## src/rtl/us_event_timer_if.sv

```systemverilog
// Control/status bundle for us_event_timer: timing pulses and configuration in,
// busy/expiry/sticky flags and the remaining count out.
interface us_event_timer_if #(
  parameter int WIDTH = 24
);
  logic             i_tick_1us;
  logic             i_start;
  logic             i_stop;
  logic             i_periodic;
  logic [WIDTH-1:0] i_period;
  logic             i_ack;
  logic             o_busy;
  logic             o_expired;
  logic             o_pending;
  logic             o_overrun;
  logic [WIDTH-1:0] o_remaining;

  modport master (
    output i_tick_1us, i_start, i_stop, i_periodic, i_period, i_ack,
    input  o_busy, o_expired, o_pending, o_overrun, o_remaining
  );

  modport slave (
    input  i_tick_1us, i_start, i_stop, i_periodic, i_period, i_ack,
    output o_busy, o_expired, o_pending, o_overrun, o_remaining
  );
endinterface

```

## src/rtl/us_event_timer.sv

```systemverilog
// One-shot / periodic interval timer counting 1 us ticks, with sticky pending and
// overrun flags for the consumer to acknowledge.
module us_event_timer #(
  parameter int WIDTH = 24
) (
  input  logic                i_clk_25MHz,
  input  logic                i_reset_n,
  us_event_timer_if.slave     bus
);

  typedef enum logic {IDLE, RUN} state_t;

  state_t           state_q;
  logic [WIDTH-1:0] remaining_q;
  logic [WIDTH-1:0] period_q;
  logic             periodic_q;
  logic             busy_q;
  logic             expired_q;
  logic             pending_q;
  logic             overrun_q;

  logic             final_tick_d;
  logic             fire_d;
  logic             start_zero_d;

  assign final_tick_d = (remaining_q == WIDTH'(1));
  assign start_zero_d = (bus.i_period == '0);
  // Expiry only on an uninterrupted final tick; stop and restart both mask it.
  assign fire_d = (state_q == RUN) && !bus.i_stop && !bus.i_start &&
                  bus.i_tick_1us && final_tick_d;

  always_ff @(posedge i_clk_25MHz) begin
    if (!i_reset_n) begin
      state_q     <= IDLE;
      remaining_q <= '0;
      period_q    <= '0;
      periodic_q  <= 1'b0;
      busy_q      <= 1'b0;
      expired_q   <= 1'b0;
      pending_q   <= 1'b0;
      overrun_q   <= 1'b0;
    end else begin
      expired_q <= fire_d;
      pending_q <= fire_d | (pending_q & ~bus.i_ack);
      // A coincident ack clears overrun even though the new expiry re-arms pending.
      overrun_q <= bus.i_ack ? 1'b0 : (overrun_q | (fire_d & pending_q));

      case (state_q)
        IDLE: begin
          if (!bus.i_stop && bus.i_start && !start_zero_d) begin
            state_q     <= RUN;
            busy_q      <= 1'b1;
            remaining_q <= bus.i_period;
            period_q    <= bus.i_period;
            periodic_q  <= bus.i_periodic;
          end
        end
        RUN: begin
          if (bus.i_stop || (bus.i_start && start_zero_d)) begin
            state_q     <= IDLE;
            busy_q      <= 1'b0;
            remaining_q <= '0;
          end else if (bus.i_start) begin
            remaining_q <= bus.i_period;
            period_q    <= bus.i_period;
            periodic_q  <= bus.i_periodic;
          end else if (bus.i_tick_1us) begin
            if (final_tick_d) begin
              if (periodic_q) begin
                remaining_q <= period_q;
              end else begin
                state_q     <= IDLE;
                busy_q      <= 1'b0;
                remaining_q <= '0;
              end
            end else if (remaining_q != '0) begin
              remaining_q <= remaining_q - WIDTH'(1);
            end
          end
        end
        default: begin
          state_q     <= IDLE;
          busy_q      <= 1'b0;
          remaining_q <= '0;
        end
      endcase
    end
  end

  assign bus.o_busy      = busy_q;
  assign bus.o_expired   = expired_q;
  assign bus.o_pending   = pending_q;
  assign bus.o_overrun   = overrun_q;
  assign bus.o_remaining = remaining_q;

endmodule
```

## src/flat_wrapper.sv

```systemverilog
// flat-port wrapper written by rule: the top's interface ports become plain ports
module us_event_timer_flat 
#(
  parameter int WIDTH = 24
)
  (i_clk_25MHz, i_reset_n, bus_i_tick_1us, bus_i_start, bus_i_stop, bus_i_periodic, bus_i_period, bus_i_ack, bus_o_busy, bus_o_expired, bus_o_pending, bus_o_overrun, bus_o_remaining);
  us_event_timer_if #(.WIDTH(WIDTH)) bus_i ();
  input  logic i_clk_25MHz;
  input  logic i_reset_n;
  input wire logic [$bits(bus_i.i_tick_1us)-1:0] bus_i_tick_1us;
  input wire logic [$bits(bus_i.i_start)-1:0] bus_i_start;
  input wire logic [$bits(bus_i.i_stop)-1:0] bus_i_stop;
  input wire logic [$bits(bus_i.i_periodic)-1:0] bus_i_periodic;
  input wire logic [$bits(bus_i.i_period)-1:0] bus_i_period;
  input wire logic [$bits(bus_i.i_ack)-1:0] bus_i_ack;
  output wire logic [$bits(bus_i.o_busy)-1:0] bus_o_busy;
  output wire logic [$bits(bus_i.o_expired)-1:0] bus_o_expired;
  output wire logic [$bits(bus_i.o_pending)-1:0] bus_o_pending;
  output wire logic [$bits(bus_i.o_overrun)-1:0] bus_o_overrun;
  output wire logic [$bits(bus_i.o_remaining)-1:0] bus_o_remaining;
  assign bus_i.i_tick_1us = bus_i_tick_1us;
  assign bus_i.i_start = bus_i_start;
  assign bus_i.i_stop = bus_i_stop;
  assign bus_i.i_periodic = bus_i_periodic;
  assign bus_i.i_period = bus_i_period;
  assign bus_i.i_ack = bus_i_ack;
  assign bus_o_busy = bus_i.o_busy;
  assign bus_o_expired = bus_i.o_expired;
  assign bus_o_pending = bus_i.o_pending;
  assign bus_o_overrun = bus_i.o_overrun;
  assign bus_o_remaining = bus_i.o_remaining;
  us_event_timer #(.WIDTH(WIDTH)) u_core (.i_clk_25MHz(i_clk_25MHz), .i_reset_n(i_reset_n), .bus(bus_i));
endmodule
```

## config.mk

```make
export PLATFORM = sky130hd
export DESIGN_NAME = us_event_timer_flat
export DESIGN_NICKNAME = d
export VERILOG_FILES = /design/src/rtl/us_event_timer_if.sv /design/src/rtl/us_event_timer.sv /design/src/flat_wrapper.sv
export SDC_FILE = /design/constraint.sdc
export NUM_CORES = 1
export LEC_CHECK = 0
export CAP_MARGIN = 0
export CORE_ASPECT_RATIO = 0.75
export CORE_MARGIN = 2
export CORE_UTILIZATION = 54
export CTS_BUF_LIST = sky130_fd_sc_hd__clkbuf_8
export DETAILED_ROUTE_END_ITERATION = 16
export GPL_TIMING_DRIVEN = 0
export PLACE_DENSITY = 0.85
export SYNTH_ARGS = -nofsm -noshare
export SYNTH_HDL_FRONTEND = slang
export SYNTH_SLANG_ARGS = --single-unit
export TNS_END_PERCENT = 50
```

## constraint.sdc

```tcl
create_clock -name i_clk_25MHz -period 2.5 [get_ports i_clk_25MHz]
set_input_delay 0.375 -clock i_clk_25MHz [delete_from_list [all_inputs] [get_ports i_clk_25MHz]]
set_output_delay 0.375 -clock i_clk_25MHz [all_outputs]
set_load 0.1 [all_outputs]
```

==> out/results.ini <==
[synth]
synth-edff-count=0
ys_async_sr_fraction_pct=0
ys_ff_latch=54
syn_inst=411
synth.avg_cell_area_um2=7.739
synth_cell_type_count=56
syn-num-nets=445
yosys_warnings=0
yosysMostFrequentCell=nand2_1
yosys.area.top_type=dfxtp_1
synth.area.top_cells=dfxtp_1 (34%), nand2_1 (9.8%), a21boi_0 (5.7%)
synth_top_area_share_pct=33.99
synth_seq_area_share_pct=33.99
synthTopCellsByCount=nand2_1 (83), dfxtp_1 (54), a21boi_0 (24)
syn_area_um2=3181
synth-main-ff-cell=dfxtp_1

[cts]
cts_sinks=54
cts-root-buf=clkbuf_8
path_clk_slew_ps=90
numCtsBuffers=5
h-tree-depth=2
cts_buffer_depth=2
cts_hold_buf=0
worst_skew_pair.late_latency_ps=320
cts_tree=yes

[floorplanning]
std_cell_rows=24
chipHeight_um=70.47
core_area_um2=5766
start_util_pct=55.16
die_w_um=92.62
die_area_um2=6526
top_level_ports=59

[layout]
register_area_um2=1104
multi_input_area_um2=2068
syn_to_final_growth_pct=30.72
drive_above_1_share_pct=12.60
diodes=0
design_area_um2=4158
nNetsFinal=517
utilization_pct=72.11
fillers=465
final_cells=562

[detailed_routing]
wl_met3_mm=1.440
drt_iter0_markers=503
drtPass1Iterations=5
met2_length_mm=4.737
drc=0
wl_mm=10.79
met1_length_mm=4.431
viasPerCell=6.536
top_layer_used=met4
drtAntennaViolNets=0
vias=3673
wl_per_cell_um=19.20

[power_and_ir_drop]
ir_drop_v=0.0003670
leakage_nw=1.504
switching_share_pct=38.50
power_frac_comb_pct=34.9
netSwitchingPower_mw=0.9351
fin_total_pwr_mw=2.429
pwr-share-clk_pct=24.4
power_density_nw_per_um2=584.2
p_int_mw=1.494
pwr-share-seq_pct=40.8

[grt]
grt_pass1_wl_mm=17.19
overflow=0
first_global_vias=3370
grt_max_degree=16
antenna_found_initial=0
grt_util_all_layers_pct=33.61

[critical_path]
start_kind=register
path_cells=clkdlybuf4s50_1
cp_max_fo=6
cpLargestDelayFamily=buffers and inverters
r2r_slack_ps=80
crit_buf_inv=1
critPathSlowestCell=clkdlybuf4s50_1
end_kind=primary output
worstPathRequired_ps=2120
path_class=reg2out
reg2regPathDepth=7
critPathMaxStageDelay_ps=1210
r2r-start=u_core.bus.o_remaining[8]
arrival_ps=2080
r2r-end=u_core.bus.o_remaining[17]

[sta]
setup_viol=0
fmax_ghz=0.4074
tightestPinTransition_ps=984.9
finalSetupTns_ps=0
layout_setup_ws_ps=45.14
clock-skew-final_ps=3.656
timing.final.crit_share_pct=98.19
hold_viol_final=0
layout_min_cycle_time_ps=2455
slew_headroom_pct=34.14
slew_violations=0
worst_hold_slack_ps=470.3

[worst_hold_path]
hold_class=reg2reg
min_to=u_core.period_q[21]
min_from=u_core.period_q[21]
worstHoldPathCells=2

[outcome]
status=finished clean

[placed_design]
pre_cts_ws_ps=-966.7
dp_cells=547
dp_hpwl_mm=7.633
portBuffers=58
routabilityCongestion=0.9647
dpl-instance-area_um2=3881

[job]
maxCapViolations=0

-- registers in the layout, indices dropped and copies added, names as in the netlist --
name / flops
u_core.bus.o_remaining: 24
u_core.period_q: 24
u_core.bus.o_busy: 1
u_core.bus.o_expired: 1
u_core.bus.o_overrun: 1
u_core.bus.o_pending: 1
u_core.periodic_q: 1
u_core.state_q: 1
-- placed cells by master (no fill, tap or decap), drive strengths merged, types with 3 or more instances in the layout --
master,n
nand2,84
clkdlybuf4s50,58
dfxtp,54
o21ai,29
a21boi,25
nor2,22
clkbuf,22
buf,18
a21oi,14
nor4,13
xor2,12
a31oi,11
o211ai,9
nor3,8
nand4,7
nand3,7
a311oi,7
or4,7
nor2b,6
xnor2,6
inv,5
and3,5
a22oi,5
o2bb2ai,5
and4,4
and2,4
nand2b,3
a32oi,3
nor3b,3
ha,3
o31ai,3
-- cell families (layout without fill, tap and decap cells) --
family | count (synthesis) | count (layout) | synth area share [%]
DFF | 54 | 54 | 33.99
adders and majority gates | 3 | 3 | 1.180
buffers and inverters | 31 | 104 | 4.406
xor gates and xnor gates | 18 | 18 | 4.957
and+or+nand+nor | 179 | 179 | 28.21
AOI/OAI and AO/OA | 126 | 126 | 27.26
-- layer usage --
layer,global-route usage (%),up-vias
met2,50.69,302
met1,49.02,1694
met5,0,-
met3,7.012,29
met4,8.660,0
li1,-,1648
-- layout make-up --
type	count	share of cell area (%)
repair buffers	66	15.41
inverters	3	0.2708
multi-input cells	326	49.74
well taps	78	2.347
clock buffers	5	1.655
flip-flops and latches	54	26.54
plain buffers	27	3.130
clock inverters	3	0.9028
-- worst max path at each step --
stage,depth (start not counted),to,start,slack (ps)
6_report,1,bus_o_remaining[20],u_core.bus.o_remaining[20],50
5_1_grt,9,u_core.period_q[15],bus_i_period[13],-20
4_1_cts,7,u_core.bus.o_remaining[21],bus_i_period[23],0.6
3_5_place_dp,7,u_core.bus.o_remaining[21],bus_i_period[13],-970
3_3_place_gp,7,u_core.bus.o_remaining[21],bus_i_period[13],-890
2_1_floorplan,7,u_core.bus.o_remaining[21],u_core.bus.o_remaining[21],5
-- timing repair --
| action | in CTS | in global routing |
|---|---|---|
| setup endpoints to repair | 41 | 40 |
| resized for setup | 5 | 16 |
| buffers inserted | 4 | 4 |
| pin swaps | 2 | 3 |
-- power by group through the flow --
| stage | Clock (mW) | Combinational [mW] | Sequential, mW |
|---|---|---|---|
| 2_1_floorplan | 0 | 0.333 | 1.23 |
| 3_3_place_gp | 0 | 0.784 | 1.00 |
| 3_5_place_dp | 0 | 0.794 | 1.00 |
| 4_1_cts | 0.589 | 0.805 | 0.983 |
| 5_1_grt | 0.620 | 0.895 | 0.996 |
| 6_report | 0.591 | 0.847 | 0.990 |
Power figures use the tool's default switching activity.
